### src/rtl/countdown_sequencer.sv
// MM:SS BCD countdown with end-of-cook alarm for the egg timer.
// Loads clamped setting digits, counts down on seconds strobes, then beeps a fixed pattern.
module countdown_sequencer #(
  parameter int ALARM_BEEPS = 3
) (
  input  logic       clk,
  input  logic       reset,
  input  logic       sec_tick,
  input  logic       beat_tick,
  input  logic       load,
  input  logic       run,
  input  logic [3:0] set_min_tens,
  input  logic [3:0] set_min_ones,
  input  logic [3:0] set_sec_tens,
  input  logic [3:0] set_sec_ones,
  output logic [3:0] min_tens,
  output logic [3:0] min_ones,
  output logic [3:0] sec_tens,
  output logic [3:0] sec_ones,
  output logic       timer_done,
  output logic       alarm,
  output logic       armed
);

  typedef enum logic [1:0] {IDLE, ARMED, ALARM, DONE} state_t;

  localparam logic [3:0] LAST_BEAT = 4'(2 * ALARM_BEEPS - 1);

  state_t     state_reg;
  logic [3:0] count_reg [4];
  logic [3:0] beat_cnt_reg;
  logic       timer_done_reg;
  logic       alarm_reg;
  logic       armed_reg;

  // Digit index 0 = sec_ones, 1 = sec_tens, 2 = min_ones, 3 = min_tens.
  logic [3:0] set_digit  [4];
  logic [3:0] load_digit [4];
  logic [3:0] dec_digit  [4];
  logic [3:0] cur_is_zero;
  logic [3:0] load_is_zero;
  logic [3:0] dec_is_zero;

  assign set_digit[0] = set_sec_ones;
  assign set_digit[1] = set_sec_tens;
  assign set_digit[2] = set_min_ones;
  assign set_digit[3] = set_min_tens;

  genvar gi;
  generate
    for (gi = 0; gi < 4; gi++) begin : g_digit
      // Ones digits roll over at 9, tens digits at 5.
      localparam logic [3:0] LIMIT = (gi % 2 == 0) ? 4'd9 : 4'd5;
      localparam logic [3:0] LOWER = 4'((1 << gi) - 1);
      logic borrow_in;

      assign cur_is_zero[gi]  = (count_reg[gi] == 4'd0);
      assign borrow_in        = ((cur_is_zero & LOWER) == LOWER);
      assign load_digit[gi]   = (set_digit[gi] > LIMIT) ? LIMIT : set_digit[gi];
      assign dec_digit[gi]    = !borrow_in ? count_reg[gi] :
                                (cur_is_zero[gi] ? LIMIT : count_reg[gi] - 4'd1);
      assign load_is_zero[gi] = (load_digit[gi] == 4'd0);
      assign dec_is_zero[gi]  = (dec_digit[gi] == 4'd0);
    end
  endgenerate

  always_ff @(posedge clk or negedge reset) begin
    if (!reset) begin
      state_reg      <= IDLE;
      for (int i = 0; i < 4; i++) count_reg[i] <= 4'd0;
      beat_cnt_reg   <= 4'd0;
      timer_done_reg <= 1'b0;
      alarm_reg      <= 1'b0;
      armed_reg      <= 1'b0;
    end else if (load) begin
      for (int i = 0; i < 4; i++) count_reg[i] <= load_digit[i];
      beat_cnt_reg   <= 4'd0;
      timer_done_reg <= 1'b0;
      alarm_reg      <= 1'b0;
      if (&load_is_zero) begin
        state_reg <= IDLE;
        armed_reg <= 1'b0;
      end else begin
        state_reg <= ARMED;
        armed_reg <= 1'b1;
      end
    end else begin
      case (state_reg)
        ARMED: begin
          if (sec_tick && run) begin
            for (int i = 0; i < 4; i++) count_reg[i] <= dec_digit[i];
            if (&dec_is_zero) begin
              state_reg      <= ALARM;
              armed_reg      <= 1'b0;
              timer_done_reg <= 1'b1;
              alarm_reg      <= 1'b1;
              beat_cnt_reg   <= 4'd0;
            end
          end
        end
        ALARM: begin
          // Dropping run acknowledges the alarm and silences it at once.
          if (!run) begin
            state_reg <= DONE;
            alarm_reg <= 1'b0;
          end else if (beat_tick) begin
            beat_cnt_reg <= beat_cnt_reg + 4'd1;
            if (beat_cnt_reg + 4'd1 == LAST_BEAT) begin
              state_reg <= DONE;
              alarm_reg <= 1'b0;
            end else begin
              alarm_reg <= ~alarm_reg;
            end
          end
        end
        default: ;
      endcase
    end
  end

  assign sec_ones   = count_reg[0];
  assign sec_tens   = count_reg[1];
  assign min_ones   = count_reg[2];
  assign min_tens   = count_reg[3];
  assign timer_done = timer_done_reg;
  assign alarm      = alarm_reg;
  assign armed      = armed_reg;

endmodule
### config.mk
export PLATFORM = sky130hd
export DESIGN_NAME = countdown_sequencer
export DESIGN_NICKNAME = d
export VERILOG_FILES = /design/src/rtl/countdown_sequencer.sv
export SDC_FILE = /design/constraint.sdc
export NUM_CORES = 1
export LEC_CHECK = 0
export CORE_ASPECT_RATIO = 0.6
export CORE_MARGIN = 1.5
export CORE_UTILIZATION = 52
export CTS_CLUSTER_DIAMETER = 150
export DETAILED_ROUTE_END_ITERATION = 8
export GPL_ROUTABILITY_DRIVEN = 1
export PLACE_DENSITY = 0.94
export SLEW_MARGIN = 0
export SYNTH_ARGS = -nofsm -noshare
export SYNTH_HDL_FRONTEND = slang
export SYNTH_SLANG_ARGS = --single-unit
### constraint.sdc
create_clock -name clk -period 3.7 [get_ports clk]
set_input_delay 1.11 -clock clk [delete_from_list [all_inputs] [get_ports clk]]
set_output_delay 1.11 -clock clk [all_outputs]
set_load 0.01 [all_outputs]
# ---- Yosys cells after proc, flatten, opt, wreduce, memory -nomap -nowiden
# Cells that the tools add are included.
dict set report totals {
  in_bits 22
  register_bits 25
  output_inout_bits 19
}
dict set report op_classes {
  bitwise 1
  eq_ne 11
  n_lt_le_gt_ge 4
  mux 42
  addsub 5
  n_reduce_logical 24
}
# cell count
set ops {}
lappend ops {{$mux W4} 16}
lappend ops {{$logic_not A4 Y1} 12}
lappend ops {{$mux W16} 3}
lappend ops {{$sub A4 B1 Y4 const B} 4}
lappend ops {{$mux W1} 14}
lappend ops {{$mux W2} 6}
lappend ops {{$ne A3 B3 Y1 const B} 4}
lappend ops {{$reduce_and A4 Y1} 3}
lappend ops {{$reduce_and A5 Y1} 2}
lappend ops {{$gt A4 B3 Y1 const B} 2}
lappend ops {{$gt A4 B4 Y1 const B} 2}
lappend ops {{$ne A4 B4 Y1 const B} 2}
lappend ops {{$pmux W4 S2} 1}
lappend ops {{$reduce_bool A2 Y1} 3}
lappend ops {{$add A4 B1 Y4 const B} 1}
lappend ops {{$eq A2 B2 Y1 const B} 2}
lappend ops {{$eq A4 B3 Y1 const B} 1}
lappend ops {{$pmux W2 S2} 1}
lappend ops {{$eq A3 B3 Y1 const B} 1}
lappend ops {{$reduce_and A3 Y1} 1}
lappend ops {{$reduce_bool A3 Y1} 1}
lappend ops {{$eq A2 B1 Y1 const B} 1}
lappend ops {{$pmux W1 S2} 1}
lappend ops {{$reduce_and A2 Y1} 1}
lappend ops {{other kinds (2)} 2}

# ---- Logic depth before layout (Yosys ltp)
# Gate-level depths: netlist (run 1).
dict set report depth {
  word_depth 9
  ltp_mapped 6
}

# ---- Least setup slack after synthesis (run 1)
# Ideal clock, no wire load.
dict set report synth_timing {
  path_type {input to register}
  from {input port run}
  to {register count_reg, in the netlist min_tens[1]}
  path_stages 6
  required_ns 3.579
  path_slack_ns 1.303
  arrival_time_ns 2.275
  n_path_buf 1
  path_cell_list {nand4b_1 -> or4b_1 -> buf_4 -> nor2_1 -> a21oi_1 -> o22a_1}
}
dict set report synth_between {
  elab_chain_cells 3
}
# item line
set synth_lines {}
lappend synth_lines {{start: declaration} 11} ;# input logic run,
lappend synth_lines {{$logic_and A1 B1 Y1} 90} ;# if (sec_tick && run) begin
lappend synth_lines {{$reduce_bool A2 Y1 (no source line)} -}
lappend synth_lines {{$reduce_and A2 Y1 (no source line)} -}
lappend synth_lines {{end: declaration} 30} ;# logic [3:0] count_reg [4];
# Every way passes these cells.
# A chain may end at the register's enable or synchronous reset.

# ---- Worst setup path after layout (run 1)
# Same ends and word-level chain as after synthesis.

==> out/metrics.cfg, run 1 <==
[sta]
final.min_clock_period_ns = 2.95
slew_violations = 0
setup_viol = 0
tightest_slew_ns = 0.666
fin_crit_sh = 0.798
max_freq_mhz = 339
finalHoldViolCount = 0
finalClockSkew_ns = 0.00687
timing.setup.tns_ns = 0
grt_setup_unrepaired = no
slew_headroom = 0.552
hold_ws_ns = 0.529

[run]
cap_viol_max_count = 0

[route]
drt-total-wl_um = 3850
drc = 0
ant_nets = 0
first_pass_iters = 4
avgRoutedWirePerCell_um = 14.8
drt_iter0_drc = 98
via_per_inst = 5.71
vias = 1491

[grt]
grt_usage = 0.259
grt_pass1_wl_um = 6420
grt-ovfl-total = 0
antenna_found_initial = 0
grt_pass1_vias = 1417
grt_start_max_net_pins = 26

[floorplan]
die_area_um2 = 3280
die_h_um = 45.0
io_pins = 41
fp.dieW_um = 72.9
core-area_um2 = 2650
rows = 14
initial_core_util = 0.577

[logic_synthesis]
syn_area_um2 = 1530
synth_cell_type_count = 42
yosysWarnings = 0
synthCells = 180
ys_seq_elements = 25
ys_seq_area_frac = 0.410
synthesis.nets = 204
syn_area_per_cell_um2 = 8.47

[clocking]
clock-root-buffer = clkbuf_8
cts_buffers = 3
post_cts_resized = 0
post_cts_buffers = 0
cts_buffer_depth = 2
clock_latency_ns = 0.27
hold_buffers = 0
tritoncts = yes
path_clk_slew_ns = 0.09
cts.sinks = 25
htree_levels = 1

[pwr]
p_comb_frac = 0.212
vdd_ir_drop_max_mv = 0.252
p_sw_w = 0.000173
power.density_nw_per_um2 = 301
finalPower_w = 0.000606
p_leak_nw = 0.766
power_frac_seq = 0.514
power.internal_w = 0.000433
swShare = 0.285
clkPwrFrac = 0.274

[worst_setup_path]
arrival_ns = 3.12
critPathKind = input port to flop
regToRegSetupSlack_ns = 1.27
endpoint = min_tens[1]
startpoint = run
r2r_cells = 5
end_kind = flop
crit_required_ns = 3.87
critPathLaunchType = input port
rr_endpoint = min_tens[1]
timing.rr.start = sec_ones[0]
path_max_fanout = 7

[hold_path]
whs_path_depth = 2
hold_class = flop to flop

[final_layout]
drive_above_1_share = 0.0498
fin_nets = 246
antenna_cells = 0
fin_util = 0.763
area_growth_syn_to_layout_pct = 32.2
mostFrequentLayoutCells = clkdlybuf4s50_1, nor2_1, dfrtp_1
layout_commonest_cell = clkdlybuf4s50_1
instances_no_fill = 261

[placed_design]
gp_congestion = 0.897
dpl.hpwl_um = 3000
port_buffers = 40
numPlacedInstances = 257

[status]
status = finished clean

critical path: stages:
cell and delay (ns):
clkdlybuf4s50_1 0.56, nand4b_1 0.21, or4b_1 0.69, nor2_1 0.25
a21oi_1 0.11, o22a_1 0.19
synthesized netlist by cell type:
| master | n | area (um2) |
|---|---|---|
| nand4_1 | 1 | 6.26 |
| nand2b_1 | 5 | 31.3 |
| nor4_1 | 3 | 18.8 |
| a22oi_1 | 1 | 7.51 |
| ha_1 | 2 | 25.0 |
| nor2_1 | 26 | 97.6 |
| and4b_1 | 1 | 10.0 |
| inv_1 | 8 | 30.0 |
| o21ai_1 | 2 | 10.0 |
| mux2i_1 | 3 | 30.0 |
| nor3_1 | 7 | 35.0 |
| nor2b_1 | 2 | 12.5 |
| o22a_1 | 1 | 8.76 |
| o41ai_1 | 1 | 8.76 |
| nor4b_1 | 1 | 8.76 |
| and2_1 | 1 | 6.26 |
| clkbuf_1 | 4 | 15.0 |
| a2bb2oi_1 | 1 | 8.76 |
| nand2_1 | 14 | 52.6 |
| dfrtp_1 | 25 | 626 |
| xnor2_1 | 6 | 52.6 |
| nor3_2 | 2 | 20.0 |
| or4b_1 | 1 | 10.0 |
| buf_2 | 1 | 5.00 |
| nand3b_1 | 5 | 37.5 |
| xor2_1 | 2 | 17.5 |
| or4_4 | 1 | 11.3 |
| nand3_1 | 9 | 45.0 |
| o21ai_0 | 16 | 80.1 |
| or4_1 | 1 | 7.51 |
| nor4b_4 | 1 | 23.8 |
| a21oi_1 | 9 | 45.0 |
| a311oi_1 | 1 | 8.76 |
| or3_1 | 3 | 18.8 |
| nand4b_1 | 2 | 17.5 |
| nor3b_1 | 1 | 7.51 |
| a31oi_1 | 5 | 31.3 |
| and3_1 | 1 | 6.26 |
| a41oi_1 | 1 | 8.76 |
| buf_4 | 1 | 7.51 |
| a21boi_0 | 1 | 7.51 |
| o21a_1 | 1 | 7.51 |
area by class of cell:
| cell class | count | area (um2) |
|---|---|---|
| well taps | 40 | 50.0 |
| repair buffers | 43 | 423 |
| flip-flops and latches | 25 | 626 |
| inverters | 8 | 30.0 |
| clock buffers | 3 | 41.3 |
| fillers | 188 | 628 |
| clock inverters | 1 | 5.00 |
| multi-input cells | 141 | 842 |
cell families (layout without fill, tap and decap cells):
family | after synthesis | after routing | synth area share
multiplexers | 3 | 3 | 0.0197
adder cells (fa/ha/maj) | 2 | 2 | 0.0164
XOR/XNOR | 8 | 8 | 0.0459
buffers and inverters | 14 | 55 | 0.0377
AO/OA/AOI/OAI | 40 | 40 | 0.153
flip-flops | 25 | 25 | 0.410
AND/OR/NAND/NOR | 88 | 88 | 0.317
metrics by stage:
stage	cell area (um2)	worst slack, ns
detailed placement	1970	0.495
CTS	2020	0.783
global route	2020	0.664
floorplan	1530	1.30
finish	2020	0.746
global placement	1970	0.596
how the worst min path moves through the flow:
stage	start	end	slack (ns)
final	armed	armed	0.53
after global routing	timer_done	timer_done	0.57
after CTS	armed	armed	0.53
after detailed placement	armed	armed	0.49
after global placement	timer_done	timer_done	0.50
after floorplan	state_reg[1]	state_reg[1]	0.54
power groups by stage:
stage | combinational, W | sequential (W) | clock (W)
final | 0.000128 | 0.000312 | 0.000166
after global placement | 0.000124 | 0.000314 | 0
after CTS | 0.000129 | 0.000311 | 0.000167
after global routing | 0.000140 | 0.000315 | 0.000180
after detailed placement | 0.000128 | 0.000316 | 0
after floorplan | 0.0000487 | 0.000318 | 0
layer usage:
metal  part of all wire  global-route usage
met5                  0                   0
met4              0.014              0.0566
met3              0.054              0.0603
met2               0.47               0.437
met1               0.46               0.346
Note: power is estimated with default switching activity, not from simulation.
==> run 2: changes to the inputs <==
--- a/config.mk
+++ b/config.mk
@@ -7,11 +7,11 @@
 export LEC_CHECK = 0
 export CORE_ASPECT_RATIO = 0.6
 export CORE_MARGIN = 1.5
-export CORE_UTILIZATION = 52
+export CORE_UTILIZATION = 43
 export CTS_CLUSTER_DIAMETER = 150
 export DETAILED_ROUTE_END_ITERATION = 8
 export GPL_ROUTABILITY_DRIVEN = 1
-export PLACE_DENSITY = 0.94
+export PLACE_DENSITY = 0.84
 export SLEW_MARGIN = 0
 export SYNTH_ARGS = -nofsm -noshare
 export SYNTH_HDL_FRONTEND = slang
==> constraint.sdc (replaced) <==
create_clock -name clk -period 2.5 [get_ports clk]
set_input_delay 0.75 -clock clk [delete_from_list [all_inputs] [get_ports clk]]
set_output_delay 0.75 -clock clk [all_outputs]
set_load 0.01 [all_outputs]
==> run 2 against run 1 <==
Clock power grew 51%; count of clock-buffer cells in the layout unchanged; cell area is 4.0% higher; clock skew is 0.0015 ns higher; flip-flop and latch count did not move; global-route usage shrank 5.7 points; critical endpoint is now min_ones[2]; first-iteration DRC count decreased by 34%; die area up 20%; core utilization decreased by 13 points.
==> out/metrics.cfg, run 2 (same netlist as run 1, synthesis figures left out) <==
[final_layout]
mostFrequentLayoutCells = clkdlybuf4s50_1, nor2_1, dfrtp_1
area_growth_syn_to_layout_pct = 37.6
fin_nets = 254
instances_no_fill = 274
layout_commonest_cell = clkdlybuf4s50_1
antenna_cells = 0
nFillCells = 306
drive_above_1_share = 0.0830

[worst_setup_path]
critPathLaunchType = input port
crit_required_ns = 2.70
path_max_fanout = 7
critPathKind = input port to flop
arrival_ns = 2.48
end_kind = flop

[sta]
max_freq_mhz = 439
layout_setup_ws_ns = 0.221
grt_setup_unrepaired = no
finalHoldViolCount = 0
tightest_slew_ns = 0.427
setup_viol = 0
finalClockSkew_ns = 0.00838
slew_headroom = 0.713
final.min_clock_period_ns = 2.28
slew_violations = 0
fin_crit_sh = 0.912

[floorplan]
rows = 16
initial_core_util = 0.459
die_h_um = 49.1
core-area_um2 = 3320
io_pins = 41
die_area_um2 = 3920
fp.dieW_um = 79.9

[route]
via_per_inst = 5.37
vias = 1472
drc = 0
drt_iter0_drc = 65
drt-total-wl_um = 3660
ant_nets = 0
first_pass_iters = 4
avgRoutedWirePerCell_um = 13.4

[grt]
grt_pass1_wl_um = 6230
grt_pass1_vias = 1308
antenna_found_initial = 0
grt_start_max_net_pins = 29
grt-ovfl-total = 0
grt_usage = 0.202

[clocking]
post_cts_resized = 0
tritoncts = yes
path_clk_slew_ns = 0.10
cts_buffer_depth = 2
hold_buffers = 0
post_cts_buffers = 0
htree_levels = 1
cts.sinks = 25
clock_latency_ns = 0.27
clock-root-buffer = clkbuf_8
cts_buffers = 3

[placed_design]
pre_cts_slack_ns = -0.0631
port_buffers = 40
gp_congestion = 0.828
dpl.hpwl_um = 2770
numPlacedInstances = 270

[run]
cap_viol_max_count = 0

[hold_path]
hold_class = flop to flop

[status]
status = finished clean

[pwr]
p_leak_nw = 0.805
vdd_ir_drop_max_mv = 0.239
power.density_nw_per_um2 = 432

-- run 2: report_power, final --
| part | internal (W) | switching (W) | total [W] |
|---|---|---|---|
| Sequential | 0.000425 | 0.0000356 | 0.000461 |
| Combinational | 0.000112 | 0.0000832 | 0.000195 |
| Clock | 0.000113 | 0.000138 | 0.000251 |
-- run 2: path summary, 6_finish.rpt --
kind	start	end	slack, ns	cells past startpoint
worst max-delay path	run	min_ones[2]	0.22	7
worst min-delay path	timer_done	timer_done	0.52	2
worst max register to register	sec_tens[1]	min_ones[2]	0.27	6
worst min register to register	timer_done	timer_done	0.52	2
max in group asynchronous	reset	state_reg[1]	1.41	2
min in group asynchronous	reset	min_tens[3]	0.83	2
-- run 2: through the flow --
step	instance area, um2	hold slack [ns]	setup TNS [ns]	total power [W]	util
2_1_floorplan	1530	0.454	0	0.000543	-
3_3_place_gp	2050	0.505	-0.0637	0.000660	0.617
3_5_place_dp	2050	0.506	-0.155	0.000664	0.617
4_1_cts	2100	0.526	0	0.000920	0.631
5_1_grt	2100	0.560	0	0.000957	0.631
6_report	2100	0.522	0	0.000907	0.631
-- run 2: area by class of cell --
cell class	count	area (um2)	area share
inverter	8	30.0	0.0143
tap	45	56.3	0.0268
clock inverter	1	7.51	0.00358
sequential	25	626	0.298
timing repair buffer	51	495	0.236
clock buffer	3	41.3	0.0197
multi-input combinational	141	842	0.401
-- run 2: metal layers --
metal,GRT usage,part of all wire,up-vias
li1,-,-,743
met5,0,0,-
met3,0.0542,0.047,2
met4,0.0345,0.0044,0
met1,0.304,0.51,697
met2,0.291,0.44,30
-- run 2: critical path, stage by stage --
cell and delay, ns:
clkdlybuf4s50_1 0.48, nand4b_1 0.16, or4b_1 0.48, buf_4 0.18, nor4b_4 0.20, nor2_1 0.06, a22oi_1 0.17
